--- config.mk ---
export PLATFORM = sky130hd
export DESIGN_NAME = kp_i2s_tx
export DESIGN_NICKNAME = d
export VERILOG_FILES = /design/src/rtl/kp_i2s_tx.sv
export SDC_FILE = /design/constraint.sdc
export NUM_CORES = 1
export LEC_CHECK = 0
export CAP_MARGIN = 10
export CORE_AREA = 3 3 133 71
export CTS_BUF_LIST = sky130_fd_sc_hd__clkbuf_8
export CTS_CLUSTER_SIZE = 12
export DETAILED_ROUTE_END_ITERATION = 6
export DIE_AREA = 0 0 136 74
export SETUP_SLACK_MARGIN = 0.02
export SLEW_MARGIN = 5
export SYNTH_ARGS = -nofsm -noshare
export SYNTH_HDL_FRONTEND = slang
export SYNTH_SLANG_ARGS = --single-unit
--- constraint.sdc ---
create_clock -name a_clk -period 6 [get_ports a_clk]
set_input_delay 0.6 -clock a_clk [delete_from_list [all_inputs] [get_ports a_clk]]
set_output_delay 0.6 -clock a_clk [all_outputs]
set_load 0.1 [all_outputs]
--- src/rtl/kp_i2s_tx.sv ---
// I2S transmitter for the Karplus-Strong voice: one-entry sample buffer, internal bclk/lrclk divider.
// Optional build macro KP_I2S_VOL_EN adds vol_shift, an arithmetic attenuation applied at frame start.
module kp_i2s_tx #(
  parameter int CLK_DIV = 4,
  parameter int SLOT_W  = 32
) (
  input  logic        a_clk,
  input  logic        reset_n,
  input  logic [23:0] sample_in,
  input  logic        sample_valid,
  output logic        sample_ready,
  output logic        bclk,
  output logic        lrclk,
  output logic        sdata,
  output logic        frame_start,
  output logic        underrun
`ifdef KP_I2S_VOL_EN
  ,
  input  logic [2:0]  vol_shift
`endif
);

  localparam int         CNT_W  = $clog2(2 * SLOT_W);
  localparam logic [7:0] DIV_TC = 8'(CLK_DIV - 1);

  logic [7:0]       div_cnt;
  logic [CNT_W-1:0] bit_cnt;
  logic [CNT_W-1:0] bit_next;
  logic [CNT_W-2:0] slot_bit;
  logic [23:0]      hold;
  logic [23:0]      frame_word;
  logic [23:0]      load_word;
  logic             full;
  logic             fall;
  logic             frame_fire;
  logic             accept;
  logic             sdata_next;
`ifdef KP_I2S_VOL_EN
  logic [23:0]      raw_word;
  logic [23:0]      load_raw;
`endif

  assign sample_ready = ~full;

  always_comb begin
    fall       = (div_cnt == DIV_TC) && bclk;
    frame_fire = fall && (bit_cnt == '1);
    accept     = sample_valid && !full;
    bit_next   = bit_cnt + CNT_W'(1);
    slot_bit   = bit_next[CNT_W-2:0];
    sdata_next = 1'b0;
    // Slot bit 0 is the I2S one-bclk delay; bits 25..31 are zero padding.
    if (slot_bit >= 5'd1 && slot_bit <= 5'd24)
      sdata_next = frame_word[5'd24 - slot_bit];
`ifdef KP_I2S_VOL_EN
    // Underrun repeats the unattenuated word so the shift never compounds.
    load_raw  = full ? hold : raw_word;
    load_word = $signed(load_raw) >>> vol_shift;
`else
    load_word = full ? hold : frame_word;
`endif
  end

  always_ff @(posedge a_clk or negedge reset_n) begin
    if (!reset_n) begin
      div_cnt     <= '0;
      bclk        <= 1'b0;
      bit_cnt     <= '1;
      lrclk       <= 1'b0;
      sdata       <= 1'b0;
      frame_start <= 1'b0;
      underrun    <= 1'b0;
      hold        <= '0;
      frame_word  <= '0;
      full        <= 1'b0;
`ifdef KP_I2S_VOL_EN
      raw_word    <= '0;
`endif
    end else begin
      frame_start <= 1'b0;
      underrun    <= 1'b0;

      if (div_cnt == DIV_TC) begin
        div_cnt <= '0;
        bclk    <= ~bclk;
      end else begin
        div_cnt <= div_cnt + 8'd1;
      end

      if (fall) begin
        bit_cnt <= bit_next;
        lrclk   <= bit_next[CNT_W-1];
        sdata   <= sdata_next;
      end

      if (frame_fire) begin
        frame_word  <= load_word;
        frame_start <= 1'b1;
        underrun    <= ~full;
`ifdef KP_I2S_VOL_EN
        raw_word    <= load_raw;
`endif
      end

      // A same-cycle accept lands in hold; it is never forwarded into the starting frame.
      if (frame_fire && full) begin
        full <= 1'b0;
      end else if (accept) begin
        hold <= sample_in;
        full <= 1'b1;
      end
    end
  end

endmodule

==> run_results.csv, run 1 <==
group,metric,value,unit
logic_synthesis,ys_types,36,
logic_synthesis,synth_seq_area_share,0.5571,
clock_tree,cts_sinks,68,
clock_tree,ctsLongestPathBuffers,2,
critical_path,crit_arrival,2950,ps
finish,fillers,779,
global_route,grt_pass1_wl,9.101,mm
detailed_routing,route.detailed.drc,0,
clock_tree,cts_setup_buffers,0,
detailed_routing,firstDrtPassIters,4,
logic_synthesis,synth.avg_cell_area,14.82,µm²
critical_path,cp-start-kind,"register",
die,start_util,0.3623,
clock_tree,cts_hold_buffers,0,
timing,period_share,0.4467,
logic_synthesis,syn-num-nets,237,
timing,fmax,373.1,MHz
die,io_pins,33,
detailed_routing,totalWireLength,5.203,mm
clock_tree,cts_tree,"built",
placed_design,placed_cells,346,
clock_tree,htree_levels,3,
finish,register_area,0.001709,mm²
critical_path,end_kind,"register",
die,die_h,74,µm
die,rows,24,
critical_path,criticalPathCategory,"reg -> reg",
finish,diodes,0,
timing,fin_tns_setup,0,ps
detailed_routing,ant_nets,0,
finish,nNetsFinal,270,
power,p_leak,0.001611,µW
global_route,grtUsageTotal,0.1218,
global_route,antenna_found_initial,0,
finish,multi_input_area,0.001237,mm²
outcome,status,"complete, no violations",
logic_synthesis,synth_top_area_frac,0.5057,
finish,syn2layout_area_growth,18.52,%
timing,final-setup-viol-count,0,
finish,drive_gt1_frac,0.3510,
timing,worst_pin_slew,973.1,ps
die,dieArea,0.01006,mm²
logic_synthesis,netlist.top_cell.by_area,"dfrtp_1",
logic_synthesis,synthCells,207,
global_route,grt_max_degree,69,
flow_run,drv_cap,0,
logic_synthesis,ys_warn_count,0,
detailed_routing,routed-via-count,1626,
timing,rsz0062_at_grt,"no",
global_route,grt-ovfl-total,0,
placed_design,place_hpwl,3.564,mm
clock_tree,numCtsBuffers,9,
logic_synthesis,ys_ff_latch,68,
power,irDropWorstVdd,0.1120,mV
timing,timing.final.max_slew_violations,0,
worst_hold_path,min-delay-path-class,"in -> async",
detailed_routing,first_iter_violations,51,
global_route,grt_pass1_vias,1743,
placed_design,gp_congestion,0.7471,
timing,finalCriticalPeriod,2680,ps
finish,final_cells,362,
critical_path,cp_max_fo,11,
critical_path,cp.required,6270,ps
power,powerDensity,248.7,mW/mm²
die,core,0.008468,mm²
timing,hold_violations,0,
detailed_routing,viasPerCell,4.492,
timing,fin_worst_skew,9.394,ps
placed_design,portBuffers,32,
logic_synthesis,ys_top_cells_by_area,"dfrtp_1, mux2_2, mux2_4",
die,fp.dieW,136,µm
timing,relSlewSlack,0.3493,
clock_tree,cts-root-buf,"clkbuf_8",
clock_tree,path_clk_slew,70,ps
clock_tree,cts_resized,0,
clock_tree,clk_latency,340,ps
detailed_routing,routedWlPerCell,14.37,µm
logic_synthesis,syn_area,0.003068,mm²
-- synth_stat cells (all sizes together) --
cell / instances
mux2: 49
nand2: 8
a21oi: 1
nand4bb: 1
and2b: 1
mux4: 6
o2111ai: 1
o21a: 2
and2: 1
nand4: 1
xor2: 5
inv: 3
ha: 3
and3: 6
nor4b: 1
mux2i: 3
nor4: 1
buf: 8
o21ai: 3
or3: 1
nor2: 7
clkbuf: 4
nor2b: 2
nand3: 6
o311a: 1
xnor2: 10
dfstp: 6
nor3: 1
dfrtp: 62
nand2b: 3
-- layout make-up --
type / instances / share of cell area
sequential: 68 / 0.4701
clock inverter: 6 / 0.01755
multi-input combinational: 124 / 0.3403
inverter: 3 / 0.003097
clock buffer: 10 / 0.03785
tap: 117 / 0.04026
timing repair buffer: 34 / 0.09085
-- power breakdown --
group	leakage (µW)	switching, µW	internal [µW]
Sequential	0.000881	10.6	477
Combinational	0.000631	14.6	28.7
Clock	0.0000983	171	202
-- stage by stage --
step	hold WS (ps)	util	cell area (µm²)	power, µW	setup WS (ps)
detailed placement	444.9	0.4056	3435	541.1	3302
floorplan	304.4	-	3068	509.2	3501
finish	436.6	0.4294	3636	904.1	3320
global placement	444.9	0.4056	3435	539.8	3445
global route	504.3	0.4294	3636	948.7	3118
CTS	454.2	0.4294	3636	920.6	3267
-- final timing paths --
path	start	end	slack, ps	cells past startpoint
max reg2reg	bit_cnt[0]	sdata	3320	8
max	bit_cnt[0]	sdata	3320	8
min	reset_n	hold[3]	440	2
max in group asynchronous	reset_n	hold[7]	4990	2
min reg2reg	div_cnt[0]	div_cnt[0]	450	1
min in group a_clk	div_cnt[0]	div_cnt[0]	450	1
-- cell usage in the layout (no fill, tap or decap), types with 5 or more instances in the layout --
cell type | netlist | routed
dfrtp_1 | 62 | 62
clkdlybuf4s50_1 | 0 | 31
mux2_2 | 30 | 30
mux2_4 | 19 | 19
xnor2_1 | 10 | 10
clkbuf_8 | 0 | 10
nand2_1 | 8 | 8
nor2_1 | 7 | 7
nand3_1 | 6 | 6
mux4_2 | 6 | 6
dfstp_2 | 6 | 6
xor2_1 | 5 | 5
-- state kept, by name, indices dropped and copies added (netlist names) --
name / count
underrun: 1
bclk: 1
lrclk: 1
full: 1
frame_start: 1
sdata: 1
bit_cnt: 6
div_cnt: 8
frame_word: 24
hold: 24
-- worst max-delay path, stage by stage, from the launching register on --
cell       delay (ps)
dfstp_2           700
inv_1             140
ha_1              470
nand4bb_1         280
o21a_1            140
o311a_1           340
mux2i_1           140
mux2_2            260
o21ai_1           130
-- logic make-up after synthesis --
group / Yosys count / synth area share
muxes: 58 / 0.2569
AOI/OAI and AO/OA: 8 / 0.01753
xor gates and xnor gates: 15 / 0.04282
buffers and inverters: 15 / 0.04037
and+or+nand+nor: 40 / 0.07301
DFF: 68 / 0.5571
adders and majority gates: 3 / 0.01224
-- per-layer routing --
layer	global-route usage	up-vias	routed length (µm)
met2	0.1595	35	2100
met4	0.04022	0	25
met1	0.1742	789	2774
met5	0	-	0
met3	0.06081	4	302
li1	-	798	-
Power figures use the tool's default switching activity.
==> inputs of run 2 (changes only) <==
==> constraint.sdc (replaced) <==
create_clock -name a_clk -period 2.8 [get_ports a_clk]
set_input_delay 0.28 -clock a_clk [delete_from_list [all_inputs] [get_ports a_clk]]
set_output_delay 0.28 -clock a_clk [all_outputs]
set_load 0.1 [all_outputs]
==> run_results.csv, run 2 (synthesis results as in run 1) <==
group,metric,value,unit
die,rows,24,
timing,finalHoldWorstSlack,-12.43,ps
placed_design,portBuffers,32,
detailed_routing,wl_met1,2.952,mm
timing,worst_pin_slew,720.4,ps
die,io_pins,33,
clock_tree,cts_tree,"built",
critical_path,end_kind,"register",
finish,drive_gt1_frac,0.3831,
finish,syn2layout_area_growth,19.86,%
detailed_routing,dr_wl_met3,344,µm
clock_tree,cts-root-buf,"clkbuf_8",
global_route,grt_max_degree,34,
die,fp.dieW,136,µm
timing,fin_worst_skew,6.930,ps
finish,mostFrequentLayoutCells,"dfrtp_1, mux2_2, clkdlybuf4s50_1",
critical_path,critPathBufInv,1,
detailed_routing,viasPerCell,4.545,
power,powerDensity,562.2,mW/mm²
global_route,grtUsageTotal,0.1277,
critical_path,crit_family,"compound AO/OA/AOI/OAI gates",
global_route,grt_pass1_wl,9.528,mm
clock_tree,cts_resized,0,
placed_design,gp_congestion,0.7532,
clock_tree,path_clk_slew,70,ps
clock_tree,cts_setup_buffers,0,
clock_tree,htree_levels,3,
placed_design,placed_cells,349,
critical_path,cp-start-kind,"register",
die,core,0.008468,mm²
critical_path,crit_path_cell_trace,"inv_1 > ha_1 > nand4bb_1 > o21a_1 > o311a_1 > mux2i_1 > mux2_2 > o21ai_1",
die,dieArea,0.01006,mm²
power,irDropWorstVdd,0.3082,mV
critical_path,crit_arrival,2690,ps
timing,finalCriticalPeriod,2421,ps
critical_path,criticalPathCategory,"reg -> reg",
finish,fillers,791,
finish,top_regs,"frame_word x24, hold x24, div_cnt x8",
global_route,grt_pass1_vias,1811,
clock_tree,cts_sinks,68,
die,die_h,74,µm
timing,timing.final.max_slew_violations,0,
detailed_routing,totalWireLength,5.428,mm
critical_path,cp_max_fo,10,
finish,layout_commonest_cell,"dfrtp_1",
power,p_leak,0.001663,µW
timing,final-setup-viol-count,0,
timing,fmax,413.0,MHz
critical_path,slowest_stage,"dfstp_2",
clock_tree,numCtsBuffers,9,
worst_hold_path,min-delay-path-class,"in -> async",
timing,hold_violations,29,
flow_run,drv_cap,0,
critical_path,cpPeakStageDelay,530,ps
timing,relSlewSlack,0.5197,
timing,period_share,0.8647,
placed_design,place_hpwl,3.902,mm
clock_tree,clk_latency,350,ps
clock_tree,cts_hold_buffers,0,
detailed_routing,route.detailed.drc,0,
detailed_routing,first_iter_violations,64,
timing,rsz0062_at_grt,"no",
global_route,grt-ovfl-total,0,
timing,fin_tns_setup,0,ps
global_route,antenna_found_initial,0,
finish,final_cells,365,
detailed_routing,ant_nets,0,
critical_path,cp.required,3070,ps
clock_tree,ctsLongestPathBuffers,2,
detailed_routing,top_layer,"met4",
finish,nNetsFinal,273,
finish,diodes,0,
detailed_routing,routed-via-count,1659,
outcome,status,"finished, violations left",
detailed_routing,wl_met2,2.089,mm
detailed_routing,routedWlPerCell,14.87,µm
die,start_util,0.3623,
outcome,violations,"negative hold slack",
detailed_routing,firstDrtPassIters,4,
==> run 2: area by class of cell <==
| type | count | area [µm²] | share of cell area |
|---|---|---|---|
| clock inverters | 4 | 70.07 | 0.01905 |
| clock buffers | 12 | 165.2 | 0.04491 |
| well taps | 117 | 146.4 | 0.03981 |
| multi-input cells | 124 | 1237 | 0.3365 |
| flip-flops and latches | 68 | 1709 | 0.4648 |
| repair buffers | 37 | 337.8 | 0.09187 |
| inverters | 3 | 11.26 | 0.003062 |
==> run 2: worst register-to-register path, cell delays in order (launching register included) <==
cell and delay, ps:
dfstp_2 530, inv_1 70, ha_1 460, nand4bb_1 290, o21a_1 140, o311a_1 340
mux2i_1 140, mux2_2 260, o21ai_1 120
==> run 2: final timing paths <==
path,startpoint,to,slack (ps),depth (start not counted)
max in group asynchronous,reset_n,hold[16],2000,2
min in group a_clk,div_cnt[0],div_cnt[0],460,1
min,reset_n,hold[11],-10,1
max,bit_cnt[0],sdata,380,8
max reg2reg,bit_cnt[0],sdata,380,8
min reg2reg,div_cnt[0],div_cnt[0],460,1
==> run 2: per-layer routing <==
metal  vias up  global-route usage
li1        796                   -
met1       820              0.1844
met3         5             0.05743
met2        38              0.1710
met4         0             0.04022
met5         -                   0
==> run 2: report_power, final <==
| group | switching (µW) | internal [µW] |
|---|---|---|
| Combinational | 32.0 | 62.4 |
| Sequential | 22.5 | 1020 |
| Clock | 356 | 571 |
| Total | 411 | 1660 |
==> run 2: through the flow <==
| stage | worst slack [ps] | util | cell area [µm²] | power [µW] | hold WS [ps] |
|---|---|---|---|---|---|
| 6_report | 378.9 | 0.4342 | 3677 | 2067 | -12.43 |
| 5_1_grt | 268.5 | 0.4342 | 3677 | 2167 | 26.02 |
| 4_1_cts | 368.4 | 0.4342 | 3677 | 2107 | 2.144 |
| 3_5_place_dp | 388.1 | 0.4065 | 3442 | 1162 | 392.2 |
| 3_3_place_gp | 475.6 | 0.4065 | 3442 | 1159 | 380.3 |
| 2_1_floorplan | 300.7 | - | 3068 | 1091 | -15.59 |
